`src/rtl/video_timing_gen.sv`:
```
// Parametrised raster timing generator: coordinates, sync, active-draw, new-frame strobe and frame count.
// Defining VIDEO_TIMING_GEN_LOOKAHEAD_EN adds lookahead coordinates LOOKAHEAD enabled pixels ahead.
module video_timing_gen #(
    parameter int H_ACTIVE  = 1280,
    parameter int H_FP      = 110,
    parameter int H_SYNC    = 40,
    parameter int H_BP      = 220,
    parameter int V_ACTIVE  = 720,
    parameter int V_FP      = 5,
    parameter int V_SYNC    = 5,
    parameter int V_BP      = 20,
    parameter bit HS_POL    = 1'b1,
    parameter bit VS_POL    = 1'b1,
    parameter int FC_WIDTH  = 6,
    parameter int FC_WRAP   = 60,
    parameter int LOOKAHEAD = 2,
    localparam int H_TOTAL  = H_ACTIVE + H_FP + H_SYNC + H_BP,
    localparam int V_TOTAL  = V_ACTIVE + V_FP + V_SYNC + V_BP,
    localparam int HW       = $clog2(H_TOTAL),
    localparam int VW       = $clog2(V_TOTAL)
) (
    input  logic                clk_pixel_in,
    input  logic                rst_in,
    input  logic                en_in,
    output logic [HW-1:0]       hcount_out,
    output logic [VW-1:0]       vcount_out,
    output logic                hs_out,
    output logic                vs_out,
    output logic                ad_out,
    output logic                nf_out,
    output logic [FC_WIDTH-1:0] fc_out
`ifdef VIDEO_TIMING_GEN_LOOKAHEAD_EN
    ,
    output logic [HW-1:0]       la_hcount_out,
    output logic [VW-1:0]       la_vcount_out
`endif
);

    localparam logic [HW-1:0]       H_LAST   = HW'(H_TOTAL - 1);
    localparam logic [VW-1:0]       V_LAST   = VW'(V_TOTAL - 1);
    localparam logic [FC_WIDTH-1:0] FC_LAST  = FC_WIDTH'(FC_WRAP - 1);
    localparam logic [31:0]         HA       = 32'(H_ACTIVE);
    localparam logic [31:0]         VA       = 32'(V_ACTIVE);
    localparam logic [31:0]         HS_START = 32'(H_ACTIVE + H_FP);
    localparam logic [31:0]         HS_END   = 32'(H_ACTIVE + H_FP + H_SYNC);
    localparam logic [31:0]         VS_START = 32'(V_ACTIVE + V_FP);
    localparam logic [31:0]         VS_END   = 32'(V_ACTIVE + V_FP + V_SYNC);

    if (LOOKAHEAD < 1 || LOOKAHEAD >= H_TOTAL) begin : g_bad_lookahead
        $error("video_timing_gen: LOOKAHEAD out of range");
    end
    if (FC_WRAP < 1 || FC_WRAP > (1 << FC_WIDTH)) begin : g_bad_fc_wrap
        $error("video_timing_gen: FC_WRAP does not fit FC_WIDTH");
    end

    logic [HW-1:0] h_next;
    logic [VW-1:0] v_next;
    logic [31:0]   h_wide;
    logic [31:0]   v_wide;
    logic          ad_next;
    logic          hs_next;
    logic          vs_next;
    logic          nf_next;

    // Flags are decoded from the position the raster is about to enter, so they
    // line up with the coordinates registered on the same edge.
    always_comb begin
        h_next = hcount_out + HW'(1);
        v_next = vcount_out;
        if (hcount_out == H_LAST) begin
            h_next = '0;
            v_next = (vcount_out == V_LAST) ? '0 : vcount_out + VW'(1);
        end
        h_wide  = 32'(h_next);
        v_wide  = 32'(v_next);
        ad_next = (h_wide < HA) && (v_wide < VA);
        hs_next = ((h_wide >= HS_START) && (h_wide < HS_END)) ? HS_POL : ~HS_POL;
        vs_next = ((v_wide >= VS_START) && (v_wide < VS_END)) ? VS_POL : ~VS_POL;
        nf_next = (h_wide == HA) && (v_wide == VA);
    end

    always_ff @(posedge clk_pixel_in or negedge rst_in) begin
        if (!rst_in) begin
            hcount_out <= H_LAST;
            vcount_out <= V_LAST;
            hs_out     <= ~HS_POL;
            vs_out     <= ~VS_POL;
            ad_out     <= 1'b0;
            nf_out     <= 1'b0;
            fc_out     <= '0;
        end else if (en_in) begin
            hcount_out <= h_next;
            vcount_out <= v_next;
            hs_out     <= hs_next;
            vs_out     <= vs_next;
            ad_out     <= ad_next;
            nf_out     <= nf_next;
            if (nf_next) begin
                fc_out <= (fc_out == FC_LAST) ? '0 : fc_out + FC_WIDTH'(1);
            end
        end else begin
            nf_out <= 1'b0;
        end
    end

`ifdef VIDEO_TIMING_GEN_LOOKAHEAD_EN
    localparam logic [HW-1:0] LA_H0 = HW'((LOOKAHEAD - 1) % H_TOTAL);
    localparam logic [VW-1:0] LA_V0 = VW'(((LOOKAHEAD - 1) / H_TOTAL) % V_TOTAL);

    logic [HW-1:0] la_h_next;
    logic [VW-1:0] la_v_next;

    // The lookahead counter is an independent copy of the raster started LOOKAHEAD pixels ahead.
    always_comb begin
        la_h_next = la_hcount_out + HW'(1);
        la_v_next = la_vcount_out;
        if (la_hcount_out == H_LAST) begin
            la_h_next = '0;
            la_v_next = (la_vcount_out == V_LAST) ? '0 : la_vcount_out + VW'(1);
        end
    end

    always_ff @(posedge clk_pixel_in or negedge rst_in) begin
        if (!rst_in) begin
            la_hcount_out <= LA_H0;
            la_vcount_out <= LA_V0;
        end else if (en_in) begin
            la_hcount_out <= la_h_next;
            la_vcount_out <= la_v_next;
        end
    end
`endif

endmodule

```
`config.mk`:
```
export PLATFORM = sky130hd
export DESIGN_NAME = video_timing_gen
export DESIGN_NICKNAME = d
export VERILOG_FILES = /design/src/rtl/video_timing_gen.sv
export SDC_FILE = /design/constraint.sdc
export NUM_CORES = 1
export LEC_CHECK = 0
export CORE_MARGIN = 10
export CORE_UTILIZATION = 27
export CTS_CLUSTER_SIZE = 28
export DETAILED_ROUTE_END_ITERATION = 8
export GPL_ROUTABILITY_DRIVEN = 0
export GPL_TIMING_DRIVEN = 0
export SLEW_MARGIN = 40
export SYNTH_ARGS = -nofsm -noshare
export SYNTH_HDL_FRONTEND = slang
export SYNTH_SLANG_ARGS = --single-unit
```
`constraint.sdc`:
```
create_clock -name clk_pixel_in -period 3.3 [get_ports clk_pixel_in]
set_clock_uncertainty 0.05 [all_clocks]
set_input_delay 0.33 -clock clk_pixel_in [delete_from_list [all_inputs] [get_ports clk_pixel_in]]
set_output_delay 0.33 -clock clk_pixel_in [all_outputs]
set_load 0.02 [all_outputs]
```
# Word level (Yosys, flattened, before mapping)
# Cells that the tools add are included.
totals:
  mem_bits_ro: 0
  mem_count: 0
  wordCells: 33
  ram_bits: 0
  reg_bits: 31
  latchBits: 0
  input_bits: 3
  out_inout_bits: 31
classes:
  mux: 7
  n_lt_le_gt_ge: 6
  add_sub_neg: 3
  div: 0
  bitwise: 0
  eq_ne: 5
  mul: 0
  reduce_logical: 5
  shift: 0
op_table:
  columns: ["cell", "count"]
  rows:
  - ["$eq 11x11->1 const B", 2]
  - ["$lt 11x11->1 const B", 2]
  - ["$eq 10x10->1 const B", 2]
  - ["$lt 10x10->1 const B", 2]
  - ["$mux 10", 2]
  - ["$add 11x1->11 const B", 1]
  - ["$ge 11x11->1 const B", 1]
  - ["$mux 11", 1]
  - ["$add 10x1->10 const B", 1]
  - ["$ge 10x10->1 const B", 1]
  - ["$add 6x1->6 const B", 1]
  - ["$eq 6x6->1 const B", 1]
  - ["$mux 6", 1]
  - ["$logic_and 1x1->1", 4]
  - ["$mux 1", 3]
  - ["$reduce_and 2->1", 1]

# Depth between registers and ports, before layout
# Gate-level depths: netlist of run 1.
depth:
  word_depth: 6
  depth_mapped: 11
  depth_no_buf: 9

# Least setup slack after synthesis of run 1
# OpenSTA, ideal clock, no wires.
synth_path:
  path_type: "register to register"
  startpoint: "reg hcount_out[5]"
  endpoint: "reg fc_out[2]"
  setup_slack_ns: 0.145
  path_buffers: 2
  required_time_ns: 3.125
  arrival_ns: 2.980
  stages_incl_launch_ff: 10
  setup_time_ns: 0.125
  synth_period_minus_slack_ns: 3.155
  path_cell_list: "dfstp_2 -> buf_2 -> nand3_1 -> nor3_1 -> nand4_1 -> mux2i_1 -> or3_1 -> clkbuf_1 -> or4b_4 -> mux2_4"
synth_via:
  elab_chain_len: 5
  elab_cells_between_ends: 8
  cone_classes: "add/sub: 1; eq/ne: 3; mux: 2; reduce/logical: 2"
synth_lines:
  columns: ["element", "line_no", "source"]
  rows:
  - ["from (decl)", "25", "output logic [HW-1:0] hcount_out,"]
  - ["from (signal assigned)", "92", "hcount_out <= h_next;"]
  - ["$add 11x1->11 / $eq 11x11->1 (equally long branches)", "68, 70", null]
  - ["$mux 11 / $mux 10 (equally long branches)", "70", "if (hcount_out == H_LAST) begin"]
  - ["$eq 11x11->1 / $eq 10x10->1 (equally long branches)", "79", "nf_next = (h_wide == HA) && (v_wide == VA);"]
  - ["$logic_and 1x1->1 *", "79", null]
  - ["$reduce_and 2->1 (no line) *", null, null]
  - ["to (signal assigned)", "99", "fc_out <= (fc_out == FC_LAST) ? '0 : fc_out + FC_WIDTH'(1);"]
  - ["to (decl)", "31", "output logic [FC_WIDTH-1:0] fc_out"]
# Every way passes the cells marked *; elsewhere a longest branch is shown, timed or not.
# A chain may end at the register's enable or synchronous reset.

# Final worst setup path of run 1
layout_path:
  startpoint: "reg hcount_out[0]"
  endpoint: "reg fc_out[2]"
# The elaborated chain is that of the path after synthesis.

==> flow_summary_export.csv, run 1 <==
group,metric,value,unit
clock_tree,max-clock-path-buffers,2,
die,start_util,27.9,%
die,design.core.area,7810,um2
die,row_count,32,
global_route,grt_max_degree,20,
detailed_routing,viasPerCell,5.27,
detailed_routing,met2_length,2990,um
clock_tree,clock_latency,0.29,ns
placement,placed_area,2660,um2
outcome,status,"finished clean",
detailed_routing,drt_pre_antenna_iters,5,
final_layout,ff_latch_area,792,um2
setup_path,path_class,"flip-flop to flip-flop",
detailed_routing,wl_met3,395,um
pwr,p_per_area,473,nW/um2
setup_path,arrival,3.27,ns
placement,dp_hpwl,4640,um
die,die-area,12100,um2
synthesis,syn_area,2180,um2
clock_tree,clkTransAtPathRegs,0.07,ns
pwr,pwr-share-seq,35.0,%
final_layout,multiInputGateArea,1330,um2
sta,worstMarginPinSlew,0.745,ns
clock_tree,cts_buffers,5,
detailed_routing,wl_met1,2940,um
sta,period_share,95.3,%
synthesis,ys_seq_area_share,36.3,%
detailed_routing,drc,0,
global_route,globalRouteOverflowTotal,0,
synthesis,synth_edf_count,0,
detailed_routing,routed-via-count,2130,
pwr,ir_worst_vdd,0.224,mV
clock_tree,h-tree-depth,2,
synthesis,async_flop_share,100,%
sta,tns,0,ns
pwr,combPwrFrac,35.4,%
placement,io_buffers,32,
final_layout,syn_to_final_growth,31.7,%
hold_path,worstHoldPathType,"input pin to asynchronous set/reset pin",
setup_path,crit_path_start_kind,"flip-flop",
global_route,grtUsageTotal,10.8,%
final_layout,finalInstanceArea,2870,um2
final_layout,num_antenna_cells,0,
pwr,p_leak,1.06,nW
sta,setup_violations,0,
final_layout,finalNetCount,309,
sta,max_freq,0.318,GHz
detailed_routing,antenna_left,0,
synthesis,synthesis.nets,263,
pwr,switching_share,35.7,%
synthesis,syn_avg_cell_area,8.56,um2
clock_tree,tritoncts,"built",
global_route,grt_pass1_vias,2081,
job,drv_cap,0,
clock_tree,cts.sinks,31,
detailed_routing,drt-initial-drc-count,147,
sta,fin_crit,3.14,ns
die,die_w,110,um
synthesis,synth_top_flop_cell,"dfrtp_1",
synthesis,ys.warnings.count,0,
clock_tree,cts_root_buf,"clkbuf_8",
sta,slew_viol_final,0,
setup_path,max_stage_delay,0.60,ns
synthesis,ys_ff_latch,31,
final_layout,drive_above_1_share,19.5,%
setup_path,worstSetupEndpointType,"flip-flop",
pwr,clkPwrFrac,29.6,%
pwr,switchingPower,0.485,mW
pwr,p_int,0.874,mW
pwr,finalPower,1.36,mW
global_route,antenna_found_initial,0,
detailed_routing,detail_route.wl_per_cell,15.8,um
placement,dp_cells,390,
sta,finalHoldViolations,0,
die,io_pins,34,
sta,slew_headroom,49.9,%
die,die_h,110,um
detailed_routing,wirelength,6400,um
setup_path,crit_required,3.43,ns
detailed_routing,routed.top_layer,"met4",
global_route,grt_pass1_wl,10500,um
synthesis,ys_types,52,
setup_path,cp_slowest_cell,"dfstp_2",
setup_path,path_max_fanout,8,
setup_path,cp_cell_sequence,"ha_1 -> nand4b_1 -> buf_4 -> nor3_4 -> nand4_1 -> mux2i_1 -> or3_4 -> or4b_4 -> mux2_4",
final_layout,stdcell_count,404,
final_layout,fillCellCount,817,
synthesis,synthCells,255,
## worst max-delay path: cells and delay by family, from the launching register on
| family | cells | cell delay, ns |
|---|---|---|
| adder cells (fa/ha/maj) | 1 | 0.16 |
| buffers and inverters | 1 | 0.19 |
| flip-flops | 1 | 0.60 |
| multiplexers | 2 | 0.50 |
| AND/OR/NAND/NOR | 5 | 1.55 |
## per-layer routing
layer | vias up | global-route usage [%]
met5 | - | 0
met3 | 8 | 3.16
met4 | 0 | 3.07
li1 | 1039 | -
met2 | 55 | 17.3
met1 | 1028 | 13.6
## cells in the mapped netlist (all sizes together) (2+ instances only)
cell type / count / area (um2)
nand2: 26 / 97.6
o21ai: 23 / 115
nor2: 21 / 78.8
dfrtp: 18 / 450
clkbuf: 13 / 50.0
dfstp: 13 / 342
nand3: 13 / 70.1
nor3: 12 / 60.1
xnor2: 10 / 87.6
a21oi: 8 / 40.0
nand4: 8 / 50.1
o31ai: 8 / 60.1
buf: 7 / 43.8
or3: 7 / 48.8
a31oi: 5 / 31.3
ha: 5 / 62.6
inv: 5 / 18.8
nor4: 5 / 46.3
o41ai: 5 / 43.8
mux2: 4 / 48.8
xor2: 4 / 35.0
and3: 3 / 18.8
mux2i: 3 / 30.0
o211ai: 3 / 22.5
a22o: 2 / 17.5
and2: 2 / 12.5
and4: 2 / 17.5
nand3b: 2 / 15.0
nand4b: 2 / 17.5
or2: 2 / 12.5
## what timing repair did
action,4_1_cts,5_1_grt
cloned,0,0
setup buffers,0,7
hold endpoints to repair,7,0
resized for setup,3,4
hold buffers,1,0
pin swaps,0,3
setup endpoints to repair,4,4
## layout by cell type (no fill, tap or decap), drive strengths merged, types with 8 or more instances in the layout
cell           instances
clkdlybuf4s50         31
nand2                 26
o21ai                 23
nor2                  21
dfrtp                 18
clkbuf                17
buf                   16
dfstp                 13
nand3                 13
nor3                  12
xnor2                 10
nand4                  8
a21oi                  8
o31ai                  8
## path summary, 6_finish.rpt
path,cells past startpoint,slack [ns],start,end
setup / recovery,9,0.16,hcount_out[0],fc_out[2]
min in group clk_pixel_in,2,0.48,hcount_out[10],hcount_out[10]
setup reg to reg,9,0.16,hcount_out[0],fc_out[2]
hold / removal,2,0.46,rst_in,vs_out
hold reg to reg,2,0.48,hcount_out[10],hcount_out[10]
max in group asynchronous,3,2.25,rst_in,vcount_out[3]
## area by class of cell
type / count / area share (%)
repair buffers: 41 / 14.1
clock inverters: 2 / 1.22
inverters: 5 / 0.653
plain buffers: 18 / 3.00
well taps: 102 / 4.44
multi-input cells: 199 / 46.1
flip-flops and latches: 31 / 27.6
clock buffers: 6 / 2.87
## flip-flops by register name, summed over array words and instances, names as in the netlist
name,cells
hcount_out,11
fc_out,6
ad_out,1
vcount_out,10
nf_out,1
vs_out,1
hs_out,1
## stage by stage
stage | worst slack [ns] | hold WS (ns) | util, %
3_5_place_dp | -0.191 | 0.223 | 34.1
6_report | 0.156 | 0.456 | 36.8
3_3_place_gp | -0.186 | 0.466 | 33.7
5_1_grt | -0.00833 | 0.520 | 36.8
2_1_floorplan | 0.145 | -0.0156 | -
4_1_cts | 0.00551 | 0.480 | 36.0
## kinds of logic after synthesis
family                   Yosys count  synth area share [%]
AND/OR/NAND/NOR                  108                  26.3
XOR/XNOR                          14                  5.62
flip-flops                        31                  36.3
adder cells (fa/ha/maj)            5                  2.87
AO/OA/AOI/OAI                     65                  20.2
buffers and inverters             25                  5.16
multiplexers                       7                  3.61
## power groups by stage
stage / combinational, mW / sequential (mW) / clock, mW
6_report: 0.481 / 0.476 / 0.402
5_1_grt: 0.533 / 0.485 / 0.425
4_1_cts: 0.469 / 0.476 / 0.410
3_5_place_dp: 0.461 / 0.481 / 0
3_3_place_gp: 0.450 / 0.479 / 0
2_1_floorplan: 0.267 / 0.516 / 0
Power figures use the tool's default switching activity.
==> run 2, diff against run 1 <==
--- a/config.mk
+++ b/config.mk
@@ -5,12 +5,14 @@
 export SDC_FILE = /design/constraint.sdc
 export NUM_CORES = 1
 export LEC_CHECK = 0
+export ABC_AREA = 0
 export CORE_MARGIN = 10
 export CORE_UTILIZATION = 27
 export CTS_CLUSTER_SIZE = 28
 export DETAILED_ROUTE_END_ITERATION = 8
 export GPL_ROUTABILITY_DRIVEN = 0
 export GPL_TIMING_DRIVEN = 0
+export SETUP_SLACK_MARGIN = 0.02
 export SLEW_MARGIN = 40
 export SYNTH_ARGS = -nofsm -noshare
 export SYNTH_HDL_FRONTEND = slang
==> run 2 against run 1 <==
Final cell count decreased by 0.50%. First-iteration DRC count increased by 6.8%. Power about the same. Via count increased by 1.1%. Critical path depth unchanged. Count of clock-buffer cells in the layout unchanged. Die area unchanged. Register-to-register slack got worse by 0.05 ns.
==> flow_summary_export.csv, run 2 (synthesis results as in run 1) <==
group,metric,value,unit
outcome,status,"finished clean",
die,row_count,32,
final_layout,drive_above_1_share,19.0,%
pwr,pwr-share-seq,35.0,%
global_route,grt_pass1_wl,10600,um
pwr,combPwrFrac,35.6,%
placement,pre_cts_ws,-0.191,ns
pwr,switchingPower,0.484,mW
job,drv_cap,0,
pwr,p_int,0.875,mW
detailed_routing,viasPerCell,5.36,
pwr,p_leak,1.06,nW
detailed_routing,antenna_left,0,
final_layout,num_antenna_cells,0,
placement,io_buffers,32,
detailed_routing,routed-via-count,2154,
placement,dp_hpwl,4640,um
global_route,globalRouteOverflowTotal,0,
clock_tree,tritoncts,"built",
final_layout,final_cell_mix,"clkdlybuf4s50_1, nand2_1, o21ai_0",
sta,tns,0,ns
pwr,p_per_area,475,nW/um2
setup_path,worstSetupEndpointType,"flip-flop",
pwr,switching_share,35.6,%
sta,slew_headroom,54.6,%
die,design.core.area,7810,um2
sta,fin_crit,3.19,ns
detailed_routing,detail_route.wl_per_cell,15.9,um
final_layout,syn_to_final_growth,31.1,%
final_layout,top_register,"hcount_out",
global_route,grt_max_degree,20,
sta,period_share,96.7,%
sta,worstMarginPinSlew,0.676,ns
detailed_routing,drt-initial-drc-count,157,
clock_tree,h-tree-depth,2,
final_layout,final_common_cell,"clkdlybuf4s50_1",
clock_tree,cts_root_buf,"clkbuf_8",
setup_path,path_max_fanout,8,
pwr,ir_worst_vdd,0.224,mV
setup_path,crit_required,3.43,ns
pwr,clkPwrFrac,29.5,%
clock_tree,cts_buffers,5,
clock_tree,clock_latency,0.29,ns
final_layout,fillCellCount,808,
setup_path,path_buf_inv,2,
die,die_w,110,um
detailed_routing,drc,0,
setup_path,crit_path_start_kind,"flip-flop",
pwr,finalPower,1.36,mW
global_route,antenna_found_initial,0,
final_layout,reg_top3,"hcount_out: 11 flops, vcount_out: 10 flops, fc_out: 6 flops",
final_layout,final_util,36.6,%
global_route,grt_pass1_vias,2088,
detailed_routing,wirelength,6380,um
setup_path,max_stage_delay,0.53,ns
sta,setup_ws,0.108,ns
final_layout,largest_reg_flops,11,
hold_path,worstHoldPathType,"input pin to asynchronous set/reset pin",
detailed_routing,drt_pre_antenna_iters,5,
setup_path,cp_slowest_cell,"dfstp_2",
clock_tree,cts.sinks,31,
sta,max_freq,0.313,GHz
sta,rsz0062_at_grt,"false",
die,die-area,12100,um2
final_layout,finalNetCount,307,
setup_path,rrSetupSlack,0.11,ns
clock_tree,clkTransAtPathRegs,0.07,ns
setup_path,arrival,3.32,ns
sta,slew_viol_final,0,
die,io_pins,34,
setup_path,cp_cell_sequence,"buf_2 -> nand4_1 -> or4_1 -> clkbuf_2 -> a32o_2 -> nor4_4 -> nand3_2 -> or4b_4 -> mux2_4",
clock_tree,max-clock-path-buffers,2,
setup_path,crit_family,"simple AND/OR/NAND/NOR gates",
setup_path,path_class,"flip-flop to flip-flop",
die,start_util,27.9,%
die,die_h,110,um
global_route,grtUsageTotal,10.8,%
sta,finalHoldViolations,0,
sta,setup_violations,0,
## run 2: cell types whose count changed in the layout (fill, tap and decap cells not counted), sizes merged
cell    previous run  this run
clkbuf            17        16
buf               16        15
## run 2: final timing paths
path | start | end | depth (start not counted)
min | rst_in | hs_out | 2
max reg2reg | vcount_out[2] | fc_out[2] | 9
min in group clk_pixel_in | hcount_out[10] | hcount_out[10] | 2
min reg2reg | hcount_out[10] | hcount_out[10] | 2
max in group asynchronous | rst_in | vcount_out[3] | 3
max | vcount_out[2] | fc_out[2] | 9
## run 2: metal layers
layer	wire length (um)	track usage [%]	vias to the layer above	part of all wire (%)
met5	0	0	-	0
met4	82	3.07	0	1.3
met3	510	3.16	8	8.0
met2	2940	17.4	78	46
met1	2850	13.8	1035	45
li1	-	-	1033	-
## run 2: timing repair
item / CTS / global route
cloned: 0 / 0
setup endpoints to repair: 5 / 4
resized for setup: 3 / 5
endpoints found under the hold margin: 7 / 0
setup buffers: 2 / 4
hold buffers: 1 / 0
pin swaps: 0 / 3
## run 2: layout make-up
cell class / count / area (um2) / area share, %
Clock inverter: 2 / 35.0 / 1.22
Timing Repair Buffer: 40 / 398 / 13.9
Inverter: 5 / 18.8 / 0.656
Buffer: 17 / 82.6 / 2.89
Tap cell: 102 / 128 / 4.46
Multi-Input combinational cell: 199 / 1320 / 46.3
Clock buffer: 6 / 82.6 / 2.89
Sequential cell: 31 / 792 / 27.7
## run 2: power groups by stage
| stage | combinational, mW | clock [mW] | sequential, mW |
|---|---|---|---|
| 2_1_floorplan | 0.267 | 0 | 0.516 |
| 3_3_place_gp | 0.450 | 0 | 0.479 |
| 3_5_place_dp | 0.461 | 0 | 0.481 |
| 4_1_cts | 0.473 | 0.410 | 0.474 |
| 5_1_grt | 0.536 | 0.425 | 0.484 |
| 6_report | 0.483 | 0.400 | 0.475 |
## run 2: per-stage QoR
stage	hold WS, ns	std cells	cell area, um2
after floorplan	-0.0156	255	2180
after global placement	0.466	389	2630
after detailed placement	0.223	390	2660
after CTS	0.480	401	2820
after global routing	0.520	402	2860
final	0.457	402	2860
